$ cat src/rtl/serial_uart_pkg.sv
// Shared types and constants for the serial MMIO <-> UART bridge.
package serial_uart_pkg;

   localparam int UART_DATA_BITS = 8;

   typedef enum logic [1:0] {TX_IDLE, TX_START, TX_DATA, TX_STOP} tx_state_t;
   typedef enum logic [1:0] {RX_IDLE, RX_START, RX_DATA, RX_STOP} rx_state_t;

   function automatic int baud_cnt_width(input int clks_per_bit);
      return (clks_per_bit < 2) ? 1 : $clog2(clks_per_bit);
   endfunction

endpackage

$ cat src/rtl/uart_tx_fifo.sv
// Small synchronous byte FIFO feeding the UART transmitter.
module uart_tx_fifo
   import serial_uart_pkg::*;
#(
   parameter int AW = 2
) (
   input  logic                      clock,
   input  logic                      reset,
   input  logic                      i_push,
   input  logic [UART_DATA_BITS-1:0] i_data,
   input  logic                      i_pop,
   output logic [UART_DATA_BITS-1:0] o_data,
   output logic                      o_full,
   output logic                      o_empty
);

   localparam int DEPTH = 1 << AW;

   logic [UART_DATA_BITS-1:0] r_mem [DEPTH];
   logic [AW-1:0]             r_wr_ptr;
   logic [AW-1:0]             r_rd_ptr;
   logic [AW:0]               r_count;
   logic                      w_push_ok;
   logic                      w_pop_ok;

   // Count saturates at DEPTH, so its MSB is exactly the full flag.
   assign o_full    = r_count[AW];
   assign o_empty   = (r_count == '0);
   assign w_push_ok = i_push && !o_full;
   assign w_pop_ok  = i_pop && !o_empty;
   assign o_data    = r_mem[r_rd_ptr];

   always_ff @(posedge clock) begin
      if (w_push_ok) r_mem[r_wr_ptr] <= i_data;
   end

   always_ff @(posedge clock or negedge reset) begin
      if (!reset) begin
         r_wr_ptr <= '0;
         r_rd_ptr <= '0;
         r_count  <= '0;
      end else begin
         if (w_push_ok) r_wr_ptr <= r_wr_ptr + 1'b1;
         if (w_pop_ok)  r_rd_ptr <= r_rd_ptr + 1'b1;
         case ({w_push_ok, w_pop_ok})
            2'b10:   r_count <= r_count + 1'b1;
            2'b01:   r_count <= r_count - 1'b1;
            default: ;
         endcase
      end
   end

endmodule

$ cat src/rtl/serial_uart_bridge.sv
// Serial MMIO byte endpoint: TX FIFO + 8N1 transmitter, 8N1 receiver with one-byte holding register.
//   state    | meaning
//   IDLE     | line idle / waiting for a byte or a start edge
//   START    | start bit (TX drives 0; RX confirms at mid-bit)
//   DATA     | 8 data bits, LSB first
//   STOP     | stop bit (TX drives 1; RX samples and delivers)
module serial_uart_bridge
   import serial_uart_pkg::*;
#(
   parameter int CLKS_PER_BIT = 434,
   parameter int TX_FIFO_AW   = 2
) (
   input  logic                      clock,
   input  logic                      reset,
   input  logic [UART_DATA_BITS-1:0] tx_data_in,
   input  logic                      tx_wren_in,
   output logic                      tx_ready_out,
   output logic [UART_DATA_BITS-1:0] rx_data_out,
   output logic                      rx_valid_out,
   input  logic                      rx_rden_in,
   output logic                      uart_txd_out,
   input  logic                      uart_rxd_in,
   output logic                      rx_overrun_out,
   output logic                      rx_frame_err_out
);

   localparam int                BAUD_W    = baud_cnt_width(CLKS_PER_BIT);
   localparam logic [BAUD_W-1:0] BIT_LAST  = BAUD_W'(CLKS_PER_BIT - 1);
   localparam logic [BAUD_W-1:0] HALF_LAST = BAUD_W'(CLKS_PER_BIT / 2 - 1);
   localparam logic [2:0]        LAST_BIT  = 3'(UART_DATA_BITS - 1);

   tx_state_t                 r_tx_state;
   logic [BAUD_W-1:0]         r_tx_cnt;
   logic [2:0]                r_tx_bit;
   logic [UART_DATA_BITS-1:0] r_tx_shift;
   logic                      r_txd;
   logic                      w_fifo_full;
   logic                      w_fifo_empty;
   logic                      w_tx_pop;
   logic [UART_DATA_BITS-1:0] w_fifo_rdata;

   rx_state_t                 r_rx_state;
   logic [BAUD_W-1:0]         r_rx_cnt;
   logic [2:0]                r_rx_bit;
   logic [UART_DATA_BITS-1:0] r_rx_shift;
   logic                      r_rx_meta;
   logic                      r_rx_sync;
   logic [UART_DATA_BITS-1:0] r_rx_data;
   logic                      r_rx_valid;
   logic                      r_rx_overrun;
   logic                      r_rx_frame_err;
   logic                      w_rx_stop_sample;

   assign w_tx_pop = !w_fifo_empty &&
                     ((r_tx_state == TX_IDLE) || ((r_tx_state == TX_STOP) && (r_tx_cnt == '0)));

   uart_tx_fifo #(.AW(TX_FIFO_AW)) u_tx_fifo (
      .clock   (clock),
      .reset   (reset),
      .i_push  (tx_wren_in),
      .i_data  (tx_data_in),
      .i_pop   (w_tx_pop),
      .o_data  (w_fifo_rdata),
      .o_full  (w_fifo_full),
      .o_empty (w_fifo_empty)
   );

   // txd is registered from the current state, so the line trails the FSM by one cycle.
   always_ff @(posedge clock or negedge reset) begin
      if (!reset) begin
         r_tx_state <= TX_IDLE;
         r_tx_cnt   <= '0;
         r_tx_bit   <= '0;
         r_tx_shift <= '0;
         r_txd      <= 1'b1;
      end else begin
         r_txd <= (r_tx_state == TX_DATA) ? r_tx_shift[0] : (r_tx_state != TX_START);
         case (r_tx_state)
            TX_IDLE: if (!w_fifo_empty) begin
               r_tx_shift <= w_fifo_rdata;
               r_tx_cnt   <= BIT_LAST;
               r_tx_state <= TX_START;
            end
            TX_START: if (r_tx_cnt == '0) begin
               r_tx_cnt   <= BIT_LAST;
               r_tx_bit   <= '0;
               r_tx_state <= TX_DATA;
            end else r_tx_cnt <= r_tx_cnt - 1'b1;
            TX_DATA: if (r_tx_cnt == '0) begin
               r_tx_cnt   <= BIT_LAST;
               r_tx_shift <= r_tx_shift >> 1;
               if (r_tx_bit == LAST_BIT) r_tx_state <= TX_STOP;
               else                      r_tx_bit   <= r_tx_bit + 1'b1;
            end else r_tx_cnt <= r_tx_cnt - 1'b1;
            TX_STOP: if (r_tx_cnt == '0) begin
               if (!w_fifo_empty) begin
                  r_tx_shift <= w_fifo_rdata;
                  r_tx_cnt   <= BIT_LAST;
                  r_tx_state <= TX_START;
               end else r_tx_state <= TX_IDLE;
            end else r_tx_cnt <= r_tx_cnt - 1'b1;
            default: r_tx_state <= TX_IDLE;
         endcase
      end
   end

   always_ff @(posedge clock or negedge reset) begin
      if (!reset) begin
         r_rx_meta  <= 1'b1;
         r_rx_sync  <= 1'b1;
         r_rx_state <= RX_IDLE;
         r_rx_cnt   <= '0;
         r_rx_bit   <= '0;
         r_rx_shift <= '0;
      end else begin
         r_rx_meta <= uart_rxd_in;
         r_rx_sync <= r_rx_meta;
         case (r_rx_state)
            RX_IDLE: if (!r_rx_sync) begin
               r_rx_cnt   <= HALF_LAST;
               r_rx_state <= RX_START;
            end
            RX_START: if (r_rx_cnt == '0) begin
               if (r_rx_sync) r_rx_state <= RX_IDLE;
               else begin
                  r_rx_cnt   <= BIT_LAST;
                  r_rx_bit   <= '0;
                  r_rx_state <= RX_DATA;
               end
            end else r_rx_cnt <= r_rx_cnt - 1'b1;
            RX_DATA: if (r_rx_cnt == '0) begin
               r_rx_shift <= {r_rx_sync, r_rx_shift[UART_DATA_BITS-1:1]};
               r_rx_cnt   <= BIT_LAST;
               if (r_rx_bit == LAST_BIT) r_rx_state <= RX_STOP;
               else                      r_rx_bit   <= r_rx_bit + 1'b1;
            end else r_rx_cnt <= r_rx_cnt - 1'b1;
            RX_STOP: if (r_rx_cnt == '0) r_rx_state <= RX_IDLE;
                     else                r_rx_cnt   <= r_rx_cnt - 1'b1;
            default: r_rx_state <= RX_IDLE;
         endcase
      end
   end

   assign w_rx_stop_sample = (r_rx_state == RX_STOP) && (r_rx_cnt == '0);

   // A pop in the delivery cycle frees the holding register for the new byte.
   always_ff @(posedge clock or negedge reset) begin
      if (!reset) begin
         r_rx_data      <= '0;
         r_rx_valid     <= 1'b0;
         r_rx_overrun   <= 1'b0;
         r_rx_frame_err <= 1'b0;
      end else begin
         r_rx_frame_err <= w_rx_stop_sample && !r_rx_sync;
         if (w_rx_stop_sample && r_rx_sync) begin
            if (!r_rx_valid || rx_rden_in) begin
               r_rx_data  <= r_rx_shift;
               r_rx_valid <= 1'b1;
            end else r_rx_overrun <= 1'b1;
         end else if (rx_rden_in) r_rx_valid <= 1'b0;
      end
   end

   assign tx_ready_out     = !w_fifo_full;
   assign uart_txd_out     = r_txd;
   assign rx_data_out      = r_rx_data;
   assign rx_valid_out     = r_rx_valid;
   assign rx_overrun_out   = r_rx_overrun;
   assign rx_frame_err_out = r_rx_frame_err;

endmodule
$ cat config.mk
export PLATFORM = sky130hd
export DESIGN_NAME = serial_uart_bridge
export DESIGN_NICKNAME = d
export VERILOG_FILES = /design/src/rtl/serial_uart_pkg.sv /design/src/rtl/uart_tx_fifo.sv /design/src/rtl/serial_uart_bridge.sv
export SDC_FILE = /design/constraint.sdc
export NUM_CORES = 1
export LEC_CHECK = 0
export ABC_AREA = 1
export ABC_CLOCK_PERIOD_IN_PS = 2750
export CORE_MARGIN = 2
export CORE_UTILIZATION = 50
export DETAILED_ROUTE_END_ITERATION = 6
export MAX_ROUTING_LAYER = met4
export PLACE_DENSITY = 0.7
export RECOVER_POWER = 100
export SLEW_MARGIN = 20
export SYNTH_ARGS = -nofsm -noshare
export SYNTH_HDL_FRONTEND = slang
export SYNTH_HIERARCHICAL = 1
export SYNTH_SLANG_ARGS = --single-unit
$ cat constraint.sdc
create_clock -name clock -period 2.75 [get_ports clock]
set_input_delay 0.55 -clock clock [delete_from_list [all_inputs] [get_ports clock]]
set_output_delay 0.55 -clock clock [all_outputs]
set_load 0.1 [all_outputs]
==> run_results.csv <==
group,metric,value,unit
worst_setup_path,r2r_cells,15,
synthesis,netlist_area,0.00495,mm²
finish,antennaDiodeCount,0,
power,p_per_area,892,mW/mm²
detailed_routing,drtAntennaViolNets,0,
finish,fillCellCount,894,
synthesis,syn_inst,535,
detailed_routing,first_pass_iters,4,
cts,worstSkewPairLatency,0.36,ns
detailed_routing,drt-total-wl,8590,µm
detailed_routing,route.detailed.drc,0,
die,die_w,103,µm
grt,grt_pass1_wl,14300,µm
power,irDropWorstVdd,0.608,mV
die,coreArea,0.00968,mm²
timing,max_freq,401,MHz
die,start_util,0.511,
detailed_routing,wl_met2,4260,µm
detailed_routing,top_layer,"met4",
worst_setup_path,rrSetupSlack,0.25,ns
die,die_h,103,µm
detailed_routing,via_count,3473,
placement,port_buffers,25,
min_path,min_path_type,"reg -> reg",
flow_run,drv_cap,0,
detailed_routing,drtIter0Drc,198,
timing,finalClockSkew,0.0173,ns
die,die_area,0.0107,mm²
worst_setup_path,max_stage_delay,0.43,ns
status,status,"finished clean",
synthesis,synth_seq_area_share,0.524,
timing,rsz0062_at_grt,"no",
min_path,hold_start,"r_rx_meta$_DFF_PN1_",
timing,min_period,2.50,ns
worst_setup_path,cp_data_arrival_time,2.74,ns
placement,gp_congestion,0.855,
cts,h-tree-depth,3,
worst_setup_path,worstPathMaxFanout,3,
timing,setup_viol,0,
finish,drive_gt1_frac,0.110,
grt,gr-total-overflow,0,
finish,area_growth,9.38,%
detailed_routing,wl_met3,224,µm
cts,path_clk_slew,0.09,ns
placement,hpwl,6160,µm
grt,antenna_found_initial,0,
worst_setup_path,worstPathRequired,2.99,ns
timing,setup_tns,0,ns
worst_setup_path,crit_top_cell,"nand2_1",
worst_setup_path,path_cells,"inv_1, ha_4, nand3_2, nor3_4, nand2_1, a21oi_2, nand2_1, inv_1, ha_1, inv_1, fa_1, nand2_1, nand3_1, nand2_1, nand2_1",
timing,post-route-period-util,0.908,
min_path,holdPathEnd,"r_rx_sync$_DFF_PN1_",
cts,cts_made_buffers,9,
timing,maxSlewHeadroom,0.0680,
timing,hold_viol,0,
worst_setup_path,rr_startpoint,"r_tx_cnt[0]$_DFF_PN0_",
synthesis,synth.avg_cell_area,9.25,µm²
synthesis,synth_nets,571,
worst_setup_path,endpoint_kind,"register",
cts,cts_hold_buffers,0,
cts,clkSinkCount,97,
finish,layout.nets,606,
synthesis,yosysWarnings,6,
power,finalPower,4830,µW
synthesis,synth_cell_type_count,38,
timing,worst_slew_pin_slew,1.40,ns
detailed_routing,wire_per_inst,12.1,µm
min_path,min_path_cells,0,
power,power.leakage,0.00255,µW
worst_setup_path,worst-path-buf-inv,3,
grt,grt.total_usage,0.176,
detailed_routing,met1_length,3980,µm
worst_setup_path,critPathLaunch,"r_tx_cnt[0]$_DFF_PN0_",
die,pin_count,26,
grt,grt_pass1_vias,3250,
timing,maxSlewViolCount,0,
worst_setup_path,timing.rr.end,"u_tx_fifo/r_count[2]$_DFFE_PN0P_",
synthesis,ys_ff_latch,97,
die,rows,36,
cts,clockBufferDepth,2,
cts,clk_root_buffer_cell,"clkbuf_8",
detailed_routing,viasPerCell,4.91,
cts,cts_tree,"done",
worst_setup_path,cp_slowest_cell,"fa_1",
worst_setup_path,critPathTopFamily,"simple AND/OR/NAND/NOR gates",
grt,grt_max_degree,40,
worst_setup_path,crit_type,"reg -> reg",
worst_setup_path,crit_path_start_kind,"register",
==> cells in the final DEF, fill, tap and decap left out, types with 3 or more instances in the layout <==
cell type and n:
a21oi_1 13, clkbuf_1 18, inv_6 3, nor2_1 44, nand3_1 26, dfrtp_1 62, o21ai_2 16, nor2_2 3
nand2_1 136, edfxtp_1 32, xor2_1 7, o211ai_1 17, dlygate4sd3_1 10, buf_4 3, mux2i_1 7, clkbuf_8 9
inv_2 8, inv_1 75, ha_1 21, nand4_1 5, nand2_2 5, o21ai_0 25
==> layer usage <==
layer  vias to the layer above  global-route usage
li1                       1791                   -
met1                      1623               0.213
met2                        47               0.297
met3                        12              0.0296
met4                         0              0.0628
met5                         -                   -
==> through the flow <==
step	instances	instance area [µm²]	setup slack, ns	utilization	hold slack, ns
6_report	708	5410	0.254	0.559	0.387
5_1_grt	708	5410	0.0103	0.559	0.402
4_1_cts	707	5500	0.168	0.568	0.200
3_5_place_dp	691	5310	0.187	0.549	0.373
3_3_place_gp	691	5310	0.273	0.549	0.373
2_1_floorplan	535	4950	0.348	-	0.254
==> worst max-delay path by stage <==
stage	end	cells after the start	slack (ns)
after floorplan	u_tx_fifo/r_count[2]$_DFFE_PN0P_	15	0.35
after global placement	u_tx_fifo/r_count[2]$_DFFE_PN0P_	15	0.27
after detailed placement	u_tx_fifo/r_count[2]$_DFFE_PN0P_	15	0.19
after CTS	u_tx_fifo/r_count[2]$_DFFE_PN0P_	15	0.17
after global routing	u_tx_fifo/r_count[2]$_DFFE_PN0P_	15	0.01
final	u_tx_fifo/r_count[2]$_DFFE_PN0P_	15	0.25
==> registers in the layout (all words and copies together) (netlist names), named ones only <==
signal	flops
rx_frame_err_out	1
r_rx_bit	3
r_tx_state	2
r_tx_bit	3
r_rx_meta	1
r_rx_state	1
uart_txd_out	1
r_rx_shift	8
r_rx_cnt	9
r_tx_cnt	9
u_tx_fifo/r_mem	32
u_tx_fifo/r_wr_ptr	2
rx_overrun_out	1
rx_valid_out	1
u_tx_fifo/r_count	3
r_tx_shift	8
r_rx_sync	1
rx_data_out	8
u_tx_fifo/r_rd_ptr	2
==> area by class of cell <==
class | instances | area (µm²) | share of cell area
flip-flops and latches | 97 | 2590 | 0.479
multi-input cells | 345 | 1950 | 0.361
inverters | 84 | 317 | 0.0585
repair buffers | 33 | 205 | 0.0379
well taps | 133 | 166 | 0.0307
clock buffers | 9 | 124 | 0.0229
clock inverters | 7 | 58.8 | 0.0109
==> logic make-up (layout without fill, tap and decap cells) <==
group / count (synthesis) / count (layout) / share of synthesized area
AO/OA/AOI/OAI: 78 / 78 / 0.103
XOR/XNOR: 9 / 9 / 0.0159
adder cells (fa/ha/maj): 23 / 23 / 0.0597
buffers and inverters: 93 / 133 / 0.0801
flip-flops: 97 / 97 / 0.524
multiplexers: 7 / 7 / 0.0142
AND/OR/NAND/NOR: 228 / 228 / 0.203
==> timing repair <==
item	4_1_cts	5_1_grt
endpoints found under the setup margin	0	2
resized for setup	0	4
setup buffers	0	1
==> synthesized netlist by cell type (all sizes together) <==
master,count,area (µm²)
o21bai,2,15.0
o31ai,1,7.51
dfstp,3,78.8
clkbuf,2,17.5
nand4,5,31.3
nand3,28,163
inv,83,312
fa,1,20.0
dfrtp,62,1550
mux2i,7,70.1
nand3b,2,15.0
clkinv,1,5.00
nor3,2,15.0
o21ai,44,292
buf,7,62.6
xnor2,2,17.5
ha,22,275
or2,1,6.26
nor2,47,204
xor2,7,61.3
a21oi,14,70.1
o211ai,17,128
nand2,143,572
edfxtp,32,961
==> power breakdown <==
part	internal (µW)	switching, µW	leakage (µW)
clock network	346	524	0.0000942
registers	1800	186	0.00113
logic	688	1290	0.00133
Power figures use the tool's default switching activity.
